### config.mk
export PLATFORM = sky130hd
export DESIGN_NAME = inst_encoder
export DESIGN_NICKNAME = d
export VERILOG_FILES = /design/src/rtl/inst_pkg.sv /design/src/rtl/sync_fifo.sv /design/src/rtl/inst_encoder.sv
export SDC_FILE = /design/constraint.sdc
export NUM_CORES = 1
export LEC_CHECK = 0
export ABC_CLOCK_PERIOD_IN_PS = 3400
export BUFFER_PORTS_ARGS = -buffer_cell sky130_fd_sc_hd__buf_4
export CAP_MARGIN = 10
export CORE_MARGIN = 2
export CORE_UTILIZATION = 33
export CTS_CLUSTER_SIZE = 12
export DETAILED_ROUTE_END_ITERATION = 10
export GPL_TIMING_DRIVEN = 0
export PLACE_DENSITY = 0.57
export SETUP_SLACK_MARGIN = 0.2
export SYNTH_ARGS = -nofsm -noshare
export SYNTH_HDL_FRONTEND = slang
export SYNTH_SLANG_ARGS = --single-unit
### constraint.sdc
create_clock -name clk -period 3.4 [get_ports clk]
set_clock_uncertainty 0.2 [all_clocks]
set_input_delay 0.51 -clock clk [delete_from_list [all_inputs] [get_ports clk]]
set_output_delay 0.51 -clock clk [all_outputs]
set_load 0.03 [all_outputs]
### src/rtl/inst_pkg.sv
// Purpose: ISA constants, field positions, format classes and FSM states for the instruction encoder.
// Latency: n/a (declarations and pure combinational helpers only).
// Backpressure: n/a.
package inst_pkg;

    localparam logic [2:0] OP_0 = 3'd0;
    localparam logic [2:0] OP_1 = 3'd1;
    localparam logic [2:0] OP_2 = 3'd2;
    localparam logic [2:0] OP_3 = 3'd3;
    localparam logic [2:0] OP_4 = 3'd4;
    localparam logic [2:0] OP_5 = 3'd5;
    localparam logic [2:0] OP_6 = 3'd6;
    localparam logic [2:0] OP_7 = 3'd7;

    localparam int OPC_HI = 31;
    localparam int OPC_LO = 29;
    localparam int R0_HI  = 28;
    localparam int R0_LO  = 24;
    localparam int R1_HI  = 23;
    localparam int R1_LO  = 19;
    localparam int R2_HI  = 18;
    localparam int R2_LO  = 14;

    // Width of the address/immediate field carried by each format class.
    localparam int ADDR_W_A = 16;
    localparam int ADDR_W_B = 15;
    localparam int ADDR_W_C = 14;

    // A: op0-1 (r0 + 16-bit addr), B: op2-3 (r0, r1 + 15-bit), C: op4-7 (r0, r1, r2 + 14-bit).
    typedef enum logic [1:0] {
        FMT_A = 2'd0,
        FMT_B = 2'd1,
        FMT_C = 2'd2
    } fmt_t;

    typedef enum logic [1:0] {
        ST_IDLE  = 2'd0,
        ST_LOAD  = 2'd1,
        ST_DRAIN = 2'd2,
        ST_DONE  = 2'd3
    } state_t;

    function automatic fmt_t fmt_of(input logic [2:0] op);
        fmt_t f;
        case (op)
            OP_0, OP_1:             f = FMT_A;
            OP_2, OP_3:             f = FMT_B;
            OP_4, OP_5, OP_6, OP_7: f = FMT_C;
            default:                f = FMT_C;
        endcase
        return f;
    endfunction

    // Unused bits are always driven 0 so the written word never carries X.
    function automatic logic [31:0] encode(input logic [2:0]  op,
                                           input logic [4:0]  r0,
                                           input logic [4:0]  r1,
                                           input logic [4:0]  r2,
                                           input logic [15:0] addr);
        logic [31:0] w;
        w = '0;
        w[OPC_HI:OPC_LO] = op;
        w[R0_HI:R0_LO]   = r0;
        case (fmt_of(op))
            FMT_A: w[ADDR_W_A-1:0] = addr;
            FMT_B: begin
                w[R1_HI:R1_LO]   = r1;
                w[ADDR_W_B-1:0]  = addr[ADDR_W_B-1:0];
            end
            default: begin
                w[R1_HI:R1_LO]   = r1;
                w[R2_HI:R2_LO]   = r2;
                w[ADDR_W_C-1:0]  = addr[ADDR_W_C-1:0];
            end
        endcase
        return w;
    endfunction

    // True when addr has bits set above what the opcode's format can carry.
    function automatic logic range_viol(input logic [2:0] op, input logic [15:0] addr);
        logic v;
        case (fmt_of(op))
            FMT_A:   v = 1'b0;
            FMT_B:   v = addr[15];
            default: v = |addr[15:14];
        endcase
        return v;
    endfunction

endpackage

### src/rtl/sync_fifo.sv
// Purpose: generic single-clock FIFO with full/empty flags; ports clk, rst_n, push/push_dat, pop/pop_dat, full, empty.
// Latency: pushed word visible on pop_dat the cycle after the push (no write-through bypass).
// Backpressure: push ignored while full, pop ignored while empty; caller gates on the flags.
module sync_fifo #(
    parameter int WIDTH = 32,
    parameter int DEPTH = 4
) (
    input  logic             clk,
    input  logic             rst_n,
    input  logic             push,
    input  logic [WIDTH-1:0] push_dat,
    input  logic             pop,
    output logic [WIDTH-1:0] pop_dat,
    output logic             full,
    output logic             empty
);
    localparam int AW = $clog2(DEPTH);

    logic [WIDTH-1:0] mem [DEPTH];
    // One extra pointer bit distinguishes full from empty when the indices match.
    logic [AW:0]      wr_ptr;
    logic [AW:0]      rd_ptr;

    assign empty   = (wr_ptr == rd_ptr);
    assign full    = (wr_ptr[AW] != rd_ptr[AW]) && (wr_ptr[AW-1:0] == rd_ptr[AW-1:0]);
    assign pop_dat = mem[rd_ptr[AW-1:0]];

    always_ff @(posedge clk) begin
        if (push && !full) begin
            mem[wr_ptr[AW-1:0]] <= push_dat;
        end
    end

    always_ff @(posedge clk) begin
        if (!rst_n) begin
            wr_ptr <= '0;
            rd_ptr <= '0;
        end else begin
            if (push && !full) begin
                wr_ptr <= wr_ptr + 1'b1;
            end
            if (pop && !empty) begin
                rd_ptr <= rd_ptr + 1'b1;
            end
        end
    end

endmodule

### src/rtl/inst_encoder.sv
// Purpose: encode instruction field sets into 32-bit words, buffer them and write them to imem from BASE_ADDR.
// Latency: word accepted in cycle N appears on imem_* in cycle N+1 at the earliest; 1 word/cycle sustained.
// Backpressure: in_ready drops while the buffer is full; imem_addr/imem_wdata hold while imem_ready is low.
// Ports: start/busy/done session control; in_* field-set handshake; imem_* write port; word_count, range_err status.
// Build option: define INST_ENC_RANGE_CHECK_EN to drop out-of-range field sets and flag them on range_err.
module inst_encoder
    import inst_pkg::*;
#(
    parameter int FIFO_DEPTH = 4,
    parameter int IMEM_AW    = 8,
    parameter int BASE_ADDR  = 0
) (
    input  logic               clk,
    input  logic               rst_n,
    input  logic               start,
    input  logic               in_valid,
    output logic               in_ready,
    input  logic [2:0]         in_opcode,
    input  logic [4:0]         in_r0,
    input  logic [4:0]         in_r1,
    input  logic [4:0]         in_r2,
    input  logic [15:0]        in_addr,
    input  logic               in_last,
    output logic               imem_we,
    input  logic               imem_ready,
    output logic [IMEM_AW-1:0] imem_addr,
    output logic [31:0]        imem_wdata,
    output logic               busy,
    output logic               done,
    output logic [IMEM_AW:0]   word_count,
    output logic               range_err
);
    localparam logic [IMEM_AW-1:0] BASE   = BASE_ADDR[IMEM_AW-1:0];
    localparam logic [IMEM_AW:0]   WC_MAX = {1'b1, {IMEM_AW{1'b0}}};

    state_t      state_q;
    state_t      state_d;
    logic        fifo_full;
    logic        fifo_empty;
    logic [31:0] fifo_head;
    logic [31:0] enc_dat;
    logic        accept;
    logic        push;
    logic        wr_done;

    assign enc_dat = encode(in_opcode, in_r0, in_r1, in_r2, in_addr);
    assign accept  = in_valid && in_ready;
    assign wr_done = imem_we && imem_ready;

`ifdef INST_ENC_RANGE_CHECK_EN
    logic viol;
    assign viol = range_viol(in_opcode, in_addr);
    // A violating set still completes its handshake (and its in_last) but is never buffered.
    assign push = accept && !viol;

    always_ff @(posedge clk) begin
        if (!rst_n) begin
            range_err <= 1'b0;
        end else if (state_q == ST_IDLE && start) begin
            range_err <= 1'b0;
        end else if (accept && viol) begin
            range_err <= 1'b1;
        end
    end
`else
    assign push      = accept;
    assign range_err = 1'b0;
`endif

    sync_fifo #(
        .WIDTH (32),
        .DEPTH (FIFO_DEPTH)
    ) u_fifo (
        .clk      (clk),
        .rst_n    (rst_n),
        .push     (push),
        .push_dat (enc_dat),
        .pop      (wr_done),
        .pop_dat  (fifo_head),
        .full     (fifo_full),
        .empty    (fifo_empty)
    );

    always_ff @(posedge clk) begin
        if (!rst_n) begin
            state_q <= ST_IDLE;
        end else begin
            state_q <= state_d;
        end
    end

    always_comb begin
        state_d = state_q;
        case (state_q)
            ST_IDLE:  if (start) state_d = ST_LOAD;
            ST_LOAD:  if (accept && in_last) state_d = ST_DRAIN;
            // An empty buffer means the last write has already completed.
            ST_DRAIN: if (fifo_empty) state_d = ST_DONE;
            ST_DONE:  state_d = ST_IDLE;
            default:  state_d = ST_IDLE;
        endcase
    end

    always_comb begin
        in_ready = 1'b0;
        imem_we  = 1'b0;
        busy     = 1'b0;
        done     = 1'b0;
        case (state_q)
            ST_LOAD: begin
                // Full blocks acceptance even when a pop happens this cycle.
                in_ready = !fifo_full;
                imem_we  = !fifo_empty;
                busy     = 1'b1;
            end
            ST_DRAIN: begin
                imem_we  = !fifo_empty;
                busy     = 1'b1;
            end
            ST_DONE: begin
                busy     = 1'b1;
                done     = 1'b1;
            end
            default: ;
        endcase
    end

    // Gate the head so stale or uninitialised buffer contents never reach the port.
    assign imem_wdata = imem_we ? fifo_head : 32'd0;

    always_ff @(posedge clk) begin
        if (!rst_n) begin
            imem_addr  <= BASE;
            word_count <= '0;
        end else if (state_q == ST_IDLE && start) begin
            imem_addr  <= BASE;
            word_count <= '0;
        end else if (wr_done) begin
            imem_addr <= imem_addr + 1'b1;
            if (word_count != WC_MAX) begin
                word_count <= word_count + 1'b1;
            end
        end
    end

endmodule
Yosys cells after proc, flatten, opt, wreduce, memory -nomap -nowiden
Memories as Yosys holds them, arrays and structs flattened. A register that Yosys moved wholly into a read port is not among the register bits.
Index checks and enable logic that the tools add are counted.
W data, S select, Z words.
{"block": "totals", "register_bits": 25, "mem_bits_rw": 128, "romBits": 16, "input_bits": 40, "output_inout_bits": 54, "memories": 2}
{"memory": "u_fifo.mem", "words": 4, "word_bits": 32, "rd": 1, "rd_clocked_by_memory_dff": 1, "write_ports": 1, "line_no": "sync_fifo.sv:19", "rtl": "logic [WIDTH-1:0] mem [DEPTH];"}
{"memory": "(name not given)", "words": 8, "word_bits": 2, "rd": 1, "rd_clocked_by_memory_dff": 0, "write_ports": 0, "line_no": "inst_pkg.sv:45", "rtl": "case (op)"}
{"block": "classes", "addsub": 4, "n_eq_ne": 11, "n_mux": 17, "bitwise": 1, "reduce_logical": 17}
{"cell": "$mux W32", "n": 1}
{"cell": "$mux W15", "n": 1}
{"cell": "$mux W2", "n": 5}
{"cell": "$add A9 B1 Y9 const B", "n": 1}
{"cell": "$ne A9 B9 Y1 const B", "n": 1}
{"cell": "$add A8 B1 Y8 const B", "n": 1}
{"cell": "$pmux W2 S4", "n": 1}
{"cell": "$logic_and A1 B1 Y1", "n": 7}
{"cell": "$add A3 B1 Y3 const B", "n": 2}
{"cell": "$mux W1", "n": 6}
{"cell": "$reduce_or A2 Y1", "n": 3}
{"cell": "$mux W5", "n": 1}
{"cell": "$eq A2 B1 Y1 const B", "n": 2}
{"cell": "$eq A2 B2 Y1 const B", "n": 2}
{"cell": "$logic_not A2 Y1", "n": 2}
{"cell": "$ne A2 B2 Y1 const B", "n": 2}
{"cell": "$eq A3 B3 Y1", "n": 1}
{"cell": "$mux W3", "n": 1}
{"cell": "$reduce_and A3 Y1", "n": 1}
{"cell": "$reduce_or A3 Y1", "n": 1}
{"cell": "$eq A2 B2 Y1", "n": 1}
{"cell": "$logic_not A1 Y1", "n": 2}
{"cell": "$ne A2 B1 Y1 const B", "n": 1}
{"cell": "$pmux W1 S2", "n": 1}
{"cell": "other kinds (3)", "n": 3}

Logic depth before layout (Yosys ltp)
Gate-level depths: netlist of the first run.
{"block": "depth", "ltp_word": 8, "mapped_depth": 8, "ltp_nobuf": 6}

Modules after synthesis
A second synthesis of the first run with hierarchy kept.
{"block": "hier_totals", "cells_unflattened": 393, "area_unflattened_um2": 6458.7}
{"mod": "sync_fifo", "instances": 1, "cells_each": 235, "area_each_um2": 5170.0}
{"mod": "inst_encoder", "instances": 1, "cells_each": 158, "area_each_um2": 1288.7}

Worst setup path after synthesis of the first run
Ideal clock, no wire load.
{"block": "synth_path", "kind": "register to register", "from": "register u_fifo.wr_ptr[0]", "to": "register u_fifo.wr_ptr[2]", "setup_time_ns": 0.115, "arrival_time_ns": 2.833, "t_required_ns": 3.085, "slack_ns": 0.252, "path_stages_with_launch": 5, "n_path_buf": 0, "cell_sequence": "dfxtp_1 xnor2_1 a31oi_1 xor2_1 and2_1"}
{"block": "synth_via", "elab_chain_len": 6, "word_cells_on_any_way": 7}
{"item": "start, declared", "line_no": "sync_fifo.sv:21", "rtl": "logic [AW:0] wr_ptr;"}
{"item": "start signal, assigned", "line_no": "sync_fifo.sv:40", "rtl": "wr_ptr <= wr_ptr + 1'b1;"}
{"item": "$eq A2 B2 Y1", "line_no": "sync_fifo.sv:25", "rtl": "assign full = (wr_ptr[AW] != rd_ptr[AW]) && (wr_ptr[AW-1:0] == rd_ptr[AW-1:0]);"}
{"item": "$logic_and A1 B1 Y1", "line_no": "sync_fifo.sv:25"}
{"item": "$logic_not A1 Y1", "line_no": "sync_fifo.sv:39, inst_encoder.sv:112"}
{"item": "$mux W1", "line_no": "inst_encoder.sv:109", "rtl": "case (state_q)"}
{"item": "$logic_and A1 B1 Y1", "line_no": "inst_encoder.sv:47", "rtl": "assign accept = in_valid && in_ready;"}
{"item": "$logic_and A1 B1 Y1", "line_no": "sync_fifo.sv:39", "rtl": "if (push && !full) begin"}
Parallel ways exist; a longest one is shown, timed or not.
A chain may end at the register's enable or synchronous reset.

Worst setup path after layout of the first run
{"block": "layout_path", "from": "register state_q[0]", "to": "output imem_wdata[22]"}
{"block": "layout_via", "elab_chain_len": 4, "word_cells_on_any_way": 5}
{"item": "start, declared", "line_no": "inst_encoder.sv:36", "rtl": "state_t state_q;"}
{"item": "start signal, assigned", "line_no": "inst_encoder.sv:88", "rtl": "state_q <= state_d;"}
{"item": "$eq A2 B2 Y1 / $eq A2 B1 Y1 (equally long branches)", "line_no": "inst_encoder.sv:109"}
{"item": "$reduce_or A2 Y1 (no line) (*)"}
{"item": "$mux W1 (*)"}
{"item": "$mux W32 (*)", "line_no": "inst_encoder.sv:129", "rtl": "assign imem_wdata = imem_we ? fifo_head : 32'd0;"}
{"item": "end, declared", "line_no": "inst_encoder.sv:27", "rtl": "output logic [31:0] imem_wdata,"}
Mark *: on every way between the ends. The rest lies on a longest branch, timed or not.

==> results of run 1 <==
-- synth_stat cells (2+ instances only) --
cell                       number  share of area
sky130_fd_sc_hd__or4_1          4         0.0047
sky130_fd_sc_hd__a31oi_1        2         0.0019
sky130_fd_sc_hd__o21a_1         2         0.0023
sky130_fd_sc_hd__a21boi_0       2         0.0023
sky130_fd_sc_hd__o21ai_0        9         0.0070
sky130_fd_sc_hd__nand2_1       17         0.0099
sky130_fd_sc_hd__xor2_1         2         0.0027
sky130_fd_sc_hd__nor4_1         2         0.0019
sky130_fd_sc_hd__xnor2_1        7         0.0095
sky130_fd_sc_hd__nand4_1        4         0.0039
sky130_fd_sc_hd__o31ai_1        3         0.0035
sky130_fd_sc_hd__buf_6          2         0.0035
sky130_fd_sc_hd__and3_1        33          0.032
sky130_fd_sc_hd__a21oi_1       12         0.0093
sky130_fd_sc_hd__nand2b_1       2         0.0019
sky130_fd_sc_hd__xor2_2         2         0.0051
sky130_fd_sc_hd__ha_1          13          0.025
sky130_fd_sc_hd__or3_1          4         0.0039
sky130_fd_sc_hd__o31a_1         3         0.0041
sky130_fd_sc_hd__nor4b_1        2         0.0027
sky130_fd_sc_hd__edfxtp_1     128           0.60
sky130_fd_sc_hd__buf_2          4         0.0031
sky130_fd_sc_hd__nor2_1         3         0.0017
sky130_fd_sc_hd__nand3_1       11         0.0085
sky130_fd_sc_hd__mux2i_1        3         0.0047
sky130_fd_sc_hd__and2_1        13          0.013
sky130_fd_sc_hd__nor2b_1        5         0.0049
sky130_fd_sc_hd__mux4_2        32           0.11
sky130_fd_sc_hd__inv_1         11         0.0064
sky130_fd_sc_hd__dfxtp_1       27          0.084
sky130_fd_sc_hd__clkbuf_1      12         0.0070
-- worst paths after layout --
check                                               start                           to  slack [ps]  cells past startpoint
worst min register to register  imem_addr[7]$_SDFFE_PP0P_    imem_addr[7]$_SDFFE_PP0P_         280                      2
worst min-delay path                          in_addr[13]  u_fifo.mem[0][13]$_DFFE_PP_          90                      1
worst max register to register    state_q[0]$_SDFFE_PN0P_   word_count[7]$_SDFFE_PP0P_         940                      7
worst max-delay path              state_q[0]$_SDFFE_PN0P_               imem_wdata[22]         340                      5
-- power groups by stage --
stage | registers [mW] | clock network, mW | logic [mW]
3_5_place_dp | 2.24 | 0 | 0.992
2_1_floorplan | 2.24 | 0 | 0.593
5_1_grt | 2.21 | 2.06 | 1.07
6_report | 2.20 | 1.92 | 0.978
3_3_place_gp | 2.24 | 0 | 0.958
4_1_cts | 2.20 | 1.97 | 0.998
-- cells by family (layout without fill, tap and decap cells) --
kind of cell             count (synthesis)  in the layout  share of synthesized area
XOR/XNOR                                11             11                    0.01729
adder cells (fa/ha/maj)                 13             13                    0.02525
other                                    1              1                  0.0005822
AO/OA/AOI/OAI                           41             41                    0.04332
AND/OR/NAND/NOR                        103            103                    0.09285
flip-flops                             155            155                     0.6807
multiplexers                            36             36                     0.1183
buffers and inverters                   31            159                    0.02176
-- stage by stage --
| stage | worst slack (ps) | power (mW) | utilization |
|---|---|---|---|
| 2_1_floorplan | 251.7 | 2.829 | - |
| 3_3_place_gp | -1664 | 3.199 | 0.3860 |
| 3_5_place_dp | 565.6 | 3.235 | 0.3933 |
| 4_1_cts | 243.0 | 5.171 | 0.4248 |
| 5_1_grt | 183.7 | 5.335 | 0.4256 |
| 6_report | 335.0 | 5.103 | 0.4256 |
-- routing by layer --
layer | GRT usage | up-vias | part of all wire
li1 | - | 1771 | -
met1 | 0.1786 | 1947 | 0.44
met2 | 0.2429 | 90 | 0.50
met3 | 0.03832 | 17 | 0.047
met4 | 0.05108 | 0 | 0.014
met5 | 0 | - | 0
-- registers in the layout (all words and copies together) (netlist names), named ones only --
| signal | count |
|---|---|
| imem_addr | 8 |
| state_q | 2 |
| u_fifo.mem | 128 |
| u_fifo.rd_ptr | 3 |
| u_fifo.wr_ptr | 3 |
| word_count | 9 |
-- final cells by class --
type | instances | area, µm²
plain buffers | 20 | 106.4
well taps | 265 | 331.6
clock inverters | 12 | 163.9
flip-flops and latches | 155 | 4384
inverters | 11 | 41.29
fillers | 1765 | 11110
repair buffers | 97 | 813.3
multi-input cells | 205 | 1956
clock buffers | 19 | 432.9
-- repair_timing --
| action | in CTS | in global routing |
|---|---|---|
| setup endpoints to repair | 29 | 14 |
| resized for setup | 2 | 4 |
| cloned | 0 | 0 |
| hold buffers | 0 | 0 |
| setup buffers | 0 | 0 |
-- worst max-delay path: cells and delay by family (launching register included) --
family        cells  cell delay, ps
simple gates      1             290
fa+ha+maj         1             560
flops             1             370
buf+inv           3             690
==> metrics.md, run 1 <==
| Metric | Value |
|---|---|
| Leakage power of the design | 2.958 nW |
| Pwr per Cell Area | 620.2 mW/mm² |
| Ratio of routed vias to standard cells | 4.879 |
| Slowest cell on the critical path | sky130_fd_sc_hd__ha_1 |
| Seq cells post-synth | 155 |
| Synth-to-layout area growth | 27.76% |
| Path type of the worst setup path | flop to output port |
| Number of cells after detailed placement | 753 |
| Status | complete, no violations |
| Part of the power in combinational logic | 0.192 |
| Instance count of the mapped netlist | 391 |
| Clock root cell | sky130_fd_sc_hd__clkbuf_16 |
| Final Hold Viols | 0 |
| TritonCTS clock tree | built |
| Post-route cell area | 0.008229 mm² |
| Number of setup violations in the final report | 0 |
| I/O pin count | 94 |
| Largest driver fanout on the critical path | 10 |
| RD Place Congestion | 0.6982 |
| Worst path max stage delay | 560 ps |
| Worst hold slack | 90.17 ps |
| Total nets after synthesis | 444 |
| Most frequent cells in the layout | 128 x sky130_fd_sc_hd__edfxtp_1, 93 x sky130_fd_sc_hd__buf_4, 33 x sky130_fd_sc_hd__and3_1 |
| Switching power share of the total | 0.2776 |
| Element type at the critical path start | flop |
| Standard-cell row count | 51 |
| Sink Count | 155 |
| Clock buffers created by TritonCTS | 17 |
| Worst min path class | primary input to flop |
| Number of detailed-routing iterations run before antenna repair | 4 |
| RSZ-0062 raised after global routing | true |
| Overflow left after global routing | 0 |
| Total GRT Usage | 0.1439 |
| Maximum level of the CTS H-tree | 4 |
| Layout cell share with drive strength beyond 1 | 0.3449 |
| Post-Route Setup TNS | 0 ps |
| Clk buf depth | 2 |
| Core area | 0.01933 mm² |
| Most frequent standard cell in the layout excluding fill and tap cells | sky130_fd_sc_hd__edfxtp_1 |
| Maximum number of pins on one net before global-route repair | 23 |
| Count of non-filler cells in the finished layout | 784 |
| Crit path time final | 3065 ps |
| Headroom to the max-slew limit | 0.5549 |
| Mean cell area of the mapped netlist | 16.47 µm² |
| Dpl hpwl | 9391 µm |
| Peak supply drop | 0.3665 mV |
| Seq pwr share | 0.431 |
| Number of synthesis warnings | 0 |
| Distinct cell type count after synthesis | 46 |
| First-pass GRT wire length | 21800 µm |
| Max-slew violation total from the final report | 0 |
| Starting density of the core | 0.3331 |
| Internal portion of total power | 3.687 mW |
| Worst skew pair latency | 420 ps |
| Switching power | 1.417 mW |
| Share of synthesized area occupied by flip-flops and latches | 0.6807 |
| Slew at the pin with the worst max-slew slack | 667.7 ps |
| Sequence of cells on the critical path | inv_1 -> ha_1 -> clkbuf_1 -> and3_1 -> buf_4 |
| Post-layout nets | 560 |
| Drt first-iter violations | 208 |
| Netlist area before placement | 0.006441 mm² |
| Port Buffers | 92 |
| Ant diodes | 0 |
| Die Outline Area | 0.02065 mm² |
| Final WL | 14280 µm |
| Clock network fraction of total power | 0.377 |
| Type of destination of the critical path | output port |
| Required time of the critical path | 2690 ps |
| Most used flip-flop cell after synthesis | sky130_fd_sc_hd__edfxtp_1 |
| Async SR Flop Fraction | 0 |
| Die height | 143.7 µm |
| Critical Path AT | 2350 ps |
| EDFF count, synth | 128 |
| Area post-placement | 0.007605 mm² |
| Antenna violations before repair | 0 |
| Horizontal die dimension | 143.7 µm |
| # DRC | 0 |
| Remaining antenna violation count after routing | 0 |
| Maximum clock frequency | 0.3263 GHz |
| Final routed wire length divided by cell count | 18.21 µm |
| Period Utilization, post-route | 0.9015 |
| MaxCap Viol Count | 0 |
| Via count of the first global-routing pass | 4006 |
| Clock-pin transition on the worst setup and hold timing paths | 60 ps |
| Number of vias in the routed layout | 3825 |
Power figures use the tool's default switching activity.
==> run 2: changes to the inputs <==
--- a/config.mk
+++ b/config.mk
@@ -5,15 +5,15 @@
 export SDC_FILE = /design/constraint.sdc
 export NUM_CORES = 1
 export LEC_CHECK = 0
-export ABC_CLOCK_PERIOD_IN_PS = 3400
-export BUFFER_PORTS_ARGS = -buffer_cell sky130_fd_sc_hd__buf_4
+export ABC_CLOCK_PERIOD_IN_PS = 3740
 export CAP_MARGIN = 10
 export CORE_MARGIN = 2
 export CORE_UTILIZATION = 33
 export CTS_CLUSTER_SIZE = 12
 export DETAILED_ROUTE_END_ITERATION = 10
+export DONT_BUFFER_PORTS = 1
 export GPL_TIMING_DRIVEN = 0
-export PLACE_DENSITY = 0.57
+export PLACE_DENSITY = 0.53
 export SETUP_SLACK_MARGIN = 0.2
 export SYNTH_ARGS = -nofsm -noshare
 export SYNTH_HDL_FRONTEND = slang
==> constraint.sdc (replaced) <==
create_clock -name clk -period 3.74 [get_ports clk]
set_clock_uncertainty 0.2 [all_clocks]
set_input_delay 0.561 -clock clk [delete_from_list [all_inputs] [get_ports clk]]
set_output_delay 0.561 -clock clk [all_outputs]
set_load 0.03 [all_outputs]
==> metrics.md, run 2 (synthesized netlist as in run 1, its figures left out) <==
| Metric | Value |
|---|---|
| Status | complete, no violations |
| RSZ-0062 raised after global routing | false |
| Pwr per Cell Area | 619.6 mW/mm² |
| Required time of the critical path | 2980 ps |
| Critical Path AT | 2460 ps |
| Crit path time final | 3218 ps |
| # DRC | 0 |
| Post-layout nets | 467 |
| Count of non-filler cells in the finished layout | 692 |
| Timing startpoint of the critical path | state_q[0]$_SDFFE_PN0P_ |
| MaxCap Viol Count | 0 |
| Wire length on met2 | 7363 µm |
| Pre-CTS WS | 959.1 ps |
| Number of setup violations in the final report | 0 |
| Final routed wire length divided by cell count | 20.43 µm |
| Total routed wire length on the met1 layer | 5625 µm |
| Launch point of the worst reg-to-reg path | state_q[0]$_SDFFE_PN0P_ |
| Number of cells after detailed placement | 660 |
| Final setup margin | 522.3 ps |
| Leakage power of the design | 2.496 nW |
| Core area | 0.01933 mm² |
| Period Utilization, post-route | 0.8603 |
| Most frequent cells in the layout | 128 x sky130_fd_sc_hd__edfxtp_1, 33 x sky130_fd_sc_hd__and3_1, 32 x sky130_fd_sc_hd__mux4_2 |
| Worst skew pair latency | 420 ps |
| Total GRT Usage | 0.1446 |
| Worst min path class | primary input to flop |
| Headroom to the max-slew limit | 0.4278 |
| Dpl hpwl | 9192 µm |
| RD Place Congestion | 0.7705 |
| Endpoint of the worst register-to-register path | word_count[5]$_SDFFE_PP0P_ |
| Element type at the critical path start | flop |
| Max-slew violation total from the final report | 0 |
| Slew at the pin with the worst max-slew slack | 858.3 ps |
| Maximum level of the CTS H-tree | 4 |
| Ratio of routed vias to standard cells | 5.039 |
| First-pass GRT wire length | 21610 µm |
| Peak supply drop | 0.3380 mV |
| Maximum number of pins on one net before global-route repair | 22 |
| Top metal layer carrying routed signals | met4 |
| Antenna violations before repair | 0 |
| Final Hold Viols | 0 |
| Most frequent standard cell in the layout excluding fill and tap cells | sky130_fd_sc_hd__edfxtp_1 |
| I/O pin count | 94 |
| Worst Hold Depth | 0 |
| Synth-to-layout area growth | 16.90% |
| Standard-cell row count | 51 |
| Ant diodes | 0 |
| Largest driver fanout on the critical path | 10 |
| Die Outline Area | 0.02065 mm² |
| Post-CTS setup buffers | 0 |
| Via count of the first global-routing pass | 3729 |
| Critical path endpoint | imem_wdata[10] |
| Number of vias in the routed layout | 3487 |
| Clock buffers created by TritonCTS | 17 |
| Port Buffers | 0 |
| Overflow left after global routing | 0 |
| Remaining antenna violation count after routing | 0 |
| Horizontal die dimension | 143.7 µm |
| Max FFs per register | 128 |
| Maximum clock frequency | 0.3108 GHz |
| Type of destination of the critical path | output port |
| Final WL | 14140 µm |
| Clock root cell | sky130_fd_sc_hd__clkbuf_16 |
| Number of cells traversed by the worst register-to-register path | 7 |
| Layout cell share with drive strength beyond 1 | 0.2014 |
| TritonCTS clock tree | built |
| Clk buf depth | 2 |
| Drt first-iter violations | 179 |
| Met3 routed WL | 995 µm |
| Die height | 143.7 µm |
| Clock-pin transition on the worst setup and hold timing paths | 70 ps |
| Number of detailed-routing iterations run before antenna repair | 4 |
| Starting density of the core | 0.3331 |
| Count of hold-fix buffers inserted at cts | 0 |
| Post-CTS sizing | 0 |
| R2R setup slack | 1250 ps |
| Path type of the worst setup path | flop to output port |
| Sink Count | 155 |
| Post-Route Setup TNS | 0 ps |
run 2: cell count changes in the layout (fill, tap and decap cells not counted), sizes merged:
cell / previous run / this run
inv: 16 / 20
clkinvlp: 3 / 1
bufinv: 3 / 4
clkbuf: 34 / 29
buf: 102 / 12
run 2: worst max-delay path: stages, from the launching register on:
cell and delay (ps):
sky130_fd_sc_hd__dfxtp_1 390, sky130_fd_sc_hd__inv_1 110, sky130_fd_sc_hd__ha_1 570, sky130_fd_sc_hd__clkbuf_1 490, sky130_fd_sc_hd__and3_1 470
run 2: per-layer routing:
metal / up-vias / track usage
met3: 11 / 0.05865
met4: 0 / 0.04644
li1: 1576 / -
met1: 1807 / 0.1603
met5: - / 0
met2: 93 / 0.2534
run 2: worst min path at each step:
stage / slack (ps) / endpoint / from
floorplan: 270 / state_q[1]$_SDFFE_PN0P_ / state_q[1]$_SDFFE_PN0P_
global placement: 290 / state_q[1]$_SDFFE_PN0P_ / state_q[1]$_SDFFE_PN0P_
CTS: 10 / u_fifo.mem[2][28]$_DFFE_PP_ / in_r0[4]
global route: 3 / u_fifo.mem[2][27]$_DFFE_PP_ / in_r0[3]
finish: 30 / u_fifo.mem[0][25]$_DFFE_PP_ / in_r0[1]
detailed placement: 300 / state_q[1]$_SDFFE_PN0P_ / state_q[1]$_SDFFE_PN0P_
run 2: final cells by class:
class	count	area, µm²
inverter	11	41.29
timing repair buffer	4	87.58
fill	1764	11810
clock inverter	15	225.2
sequential	155	4384
buffer	20	98.84
multi-input combinational	205	1936
clock buffer	17	425.4
tap	265	331.6
run 2: through the flow:
stage	cell area [µm²]	utilization	power [mW]	hold slack, ps
4_1_cts	7530	0.3894	4.724	12.17
3_3_place_gp	6773	0.3503	2.800	290.2
2_1_floorplan	6441	-	2.572	271.0
6_report	7530	0.3894	4.665	28.60
3_5_place_dp	6879	0.3558	2.829	301.5
5_1_grt	7530	0.3894	4.859	3.486
run 2: report_power, final:
part	total, mW	switching, mW	leakage [nW]	internal [mW]
sequential	2.00	0.0382	1.38	1.97
combinational	0.765	0.538	0.802	0.227
clock	1.90	0.749	0.317	1.15
==> run 3: changes to the inputs <==
--- a/config.mk
+++ b/config.mk
@@ -6,14 +6,14 @@
 export NUM_CORES = 1
 export LEC_CHECK = 0
 export ABC_CLOCK_PERIOD_IN_PS = 3740
+export BUFFER_PORTS_ARGS = -buffer_cell sky130_fd_sc_hd__buf_4
 export CAP_MARGIN = 10
 export CORE_MARGIN = 2
 export CORE_UTILIZATION = 33
 export CTS_CLUSTER_SIZE = 12
 export DETAILED_ROUTE_END_ITERATION = 10
-export DONT_BUFFER_PORTS = 1
 export GPL_TIMING_DRIVEN = 0
-export PLACE_DENSITY = 0.53
+export MAX_ROUTING_LAYER = met4
 export SETUP_SLACK_MARGIN = 0.2
 export SYNTH_ARGS = -nofsm -noshare
 export SYNTH_HDL_FRONTEND = slang
==> metrics.md, run 3 (synthesized netlist as in run 1, its figures left out) <==
| Metric | Value |
|---|---|
| Die Outline Area | 0.02065 mm² |
| Port Buffers | 92 |
| Seq pwr share | 0.446 |
| Critical Path AT | 2430 ps |
| Leakage power of the design | 2.912 nW |
| Most frequent standard cell in the layout excluding fill and tap cells | sky130_fd_sc_hd__edfxtp_1 |
| I/O pin count | 94 |
| Post-layout nets | 559 |
| Number of setup violations in the final report | 0 |
| Crit path time final | 3188 ps |
| Maximum number of pins on one net before global-route repair | 31 |
| RSZ-0062 raised after global routing | false |
| Clock-pin transition on the worst setup and hold timing paths | 60 ps |
| Synth-to-layout area growth | 26.30% |
| Starting density of the core | 0.3331 |
| Internal portion of total power | 3.258 mW |
| Layout cell share with drive strength beyond 1 | 0.3359 |
| Headroom to the max-slew limit | 0.4925 |
| Endpoint of the worst register-to-register path | word_count[7]$_SDFFE_PP0P_ |
| Pwr per Cell Area | 551.7 mW/mm² |
| Peak supply drop | 0.2483 mV |
| Status | complete, no violations |
| Horizontal die dimension | 143.7 µm |
| Max FFs per register | 128 |
| Worst min path class | primary input to flop |
| Element type at the critical path start | flop |
| Sink Count | 155 |
| Total power consumption of the routed design | 4.489 mW |
| Total GRT Usage | 0.1422 |
| Clk buf depth | 2 |
| Count of hold-fix buffers inserted at cts | 0 |
| Number of cells traversed by the worst register-to-register path | 7 |
| Type of destination of the critical path | output port |
| Antenna violations before repair | 0 |
| Part of the power in combinational logic | 0.193 |
| Switching power | 1.230 mW |
| Die height | 143.7 µm |
| Via count of the first global-routing pass | 3964 |
| Standard-cell row count | 51 |
| Drt first-iter violations | 200 |
| Worst Hold Depth | 1 |
| Clock root cell | sky130_fd_sc_hd__clkbuf_16 |
| Maximum clock frequency | 0.3137 GHz |
| Most frequent cells in the layout | 128 x sky130_fd_sc_hd__edfxtp_1, 93 x sky130_fd_sc_hd__buf_4, 33 x sky130_fd_sc_hd__and3_1 |
| MaxCap Viol Count | 0 |
| Hold Path Sink | u_fifo.mem[0][11]$_DFFE_PP_ |
| R2R setup slack | 1300 ps |
| Core area | 0.01933 mm² |
| Overflow left after global routing | 0 |
| Switching power share of the total | 0.2741 |
| Largest driver fanout on the critical path | 10 |
| Post-CTS sizing | 0 |
| Final Hold Viols | 0 |
| Clock buffers created by TritonCTS | 17 |
| Maximum level of the CTS H-tree | 4 |
| Post-CTS setup buffers | 0 |
| Number of detailed-routing iterations run before antenna repair | 4 |
| Max-slew violation total from the final report | 0 |
| Count of non-filler cells in the finished layout | 783 |
| Ratio of routed vias to standard cells | 4.830 |
| Worst skew pair latency | 420 ps |
| Period Utilization, post-route | 0.8524 |
| RD Place Congestion | 0.7522 |
| Clock network fraction of total power | 0.361 |
| Ant diodes | 0 |
| Remaining antenna violation count after routing | 0 |
| Required time of the critical path | 2980 ps |
| Hold path startpoint | in_addr[11] |
| Launch point of the worst reg-to-reg path | state_q[0]$_SDFFE_PN0P_ |
| Final routed wire length divided by cell count | 17.47 µm |
| TritonCTS clock tree | built |
| Number of vias in the routed layout | 3782 |
| Path type of the worst setup path | flop to output port |
| First-pass GRT wire length | 21080 µm |
| # DRC | 0 |
| Number of cells after detailed placement | 752 |
| Final WL | 13680 µm |
| Dpl hpwl | 9120 µm |
| Slew at the pin with the worst max-slew slack | 761.3 ps |
## run 3: cell type report
type,count,area (µm²)
clock buffer,19,432.9
tap,265,331.6
buffer,20,98.84
sequential,155,4384
multi-input combinational,205,1936
timing repair buffer,96,785.8
clock inverter,12,125.1
fill,1799,11200
inverter,11,41.29
## run 3: through the flow
step / util / setup slack (ps) / setup TNS, ps / cell area, µm² / hold WS [ps]
3_5_place_dp: 0.3919 / 976.9 / 0 / 7577 / 285.0
5_1_grt: 0.4208 / 419.2 / 0 / 8135 / 121.9
4_1_cts: 0.4208 / 508.0 / 0 / 8135 / 118.1
2_1_floorplan: - / 591.7 / 0 / 6441 / 271.0
3_3_place_gp: 0.3860 / -1212 / -38330 / 7463 / 257.4
6_report: 0.4208 / 552.0 / 0 / 8135 / 139.7
## run 3: power groups by stage
stage               registers (mW)  clock network, mW  logic, mW
global placement              2.04                  0      0.856
detailed placement            2.04                  0      0.888
floorplan                     2.03                  0      0.539
finish                        2.00               1.62      0.868
global route                  2.01               1.73      0.953
CTS                           2.00               1.67      0.896
## run 3: routing by layer
metal,global-route usage,share of wire,vias to the layer above
li1,-,-,1761
met1,0.1682,0.43,1919
met5,-,0,-
met3,0.03599,0.045,15
met2,0.2373,0.52,87
met4,0.04954,0.012,0
## run 3: worst max-delay path, cell delays in order (launching register included)
cell and delay (ps):
sky130_fd_sc_hd__dfxtp_1 390, sky130_fd_sc_hd__xnor2_1 460, sky130_fd_sc_hd__nand3_1 350, sky130_fd_sc_hd__clkbuf_1 350, sky130_fd_sc_hd__and3_1 280, sky130_fd_sc_hd__buf_4 170
## run 3: worst max path at each step
| stage | start | to | cells past startpoint |
|---|---|---|---|
| after global routing | u_fifo.wr_ptr[1]$_SDFFE_PN0P_ | imem_wdata[15] | 5 |
| after global placement | u_fifo.wr_ptr[0]$_SDFFE_PN0P_ | u_fifo.wr_ptr[2]$_SDFFE_PN0P_ | 4 |
| after floorplan | u_fifo.wr_ptr[0]$_SDFFE_PN0P_ | u_fifo.wr_ptr[2]$_SDFFE_PN0P_ | 4 |
| final | u_fifo.wr_ptr[1]$_SDFFE_PN0P_ | imem_wdata[15] | 5 |
| after detailed placement | u_fifo.wr_ptr[1]$_SDFFE_PN0P_ | imem_wdata[21] | 5 |
| after CTS | u_fifo.wr_ptr[1]$_SDFFE_PN0P_ | imem_wdata[21] | 5 |
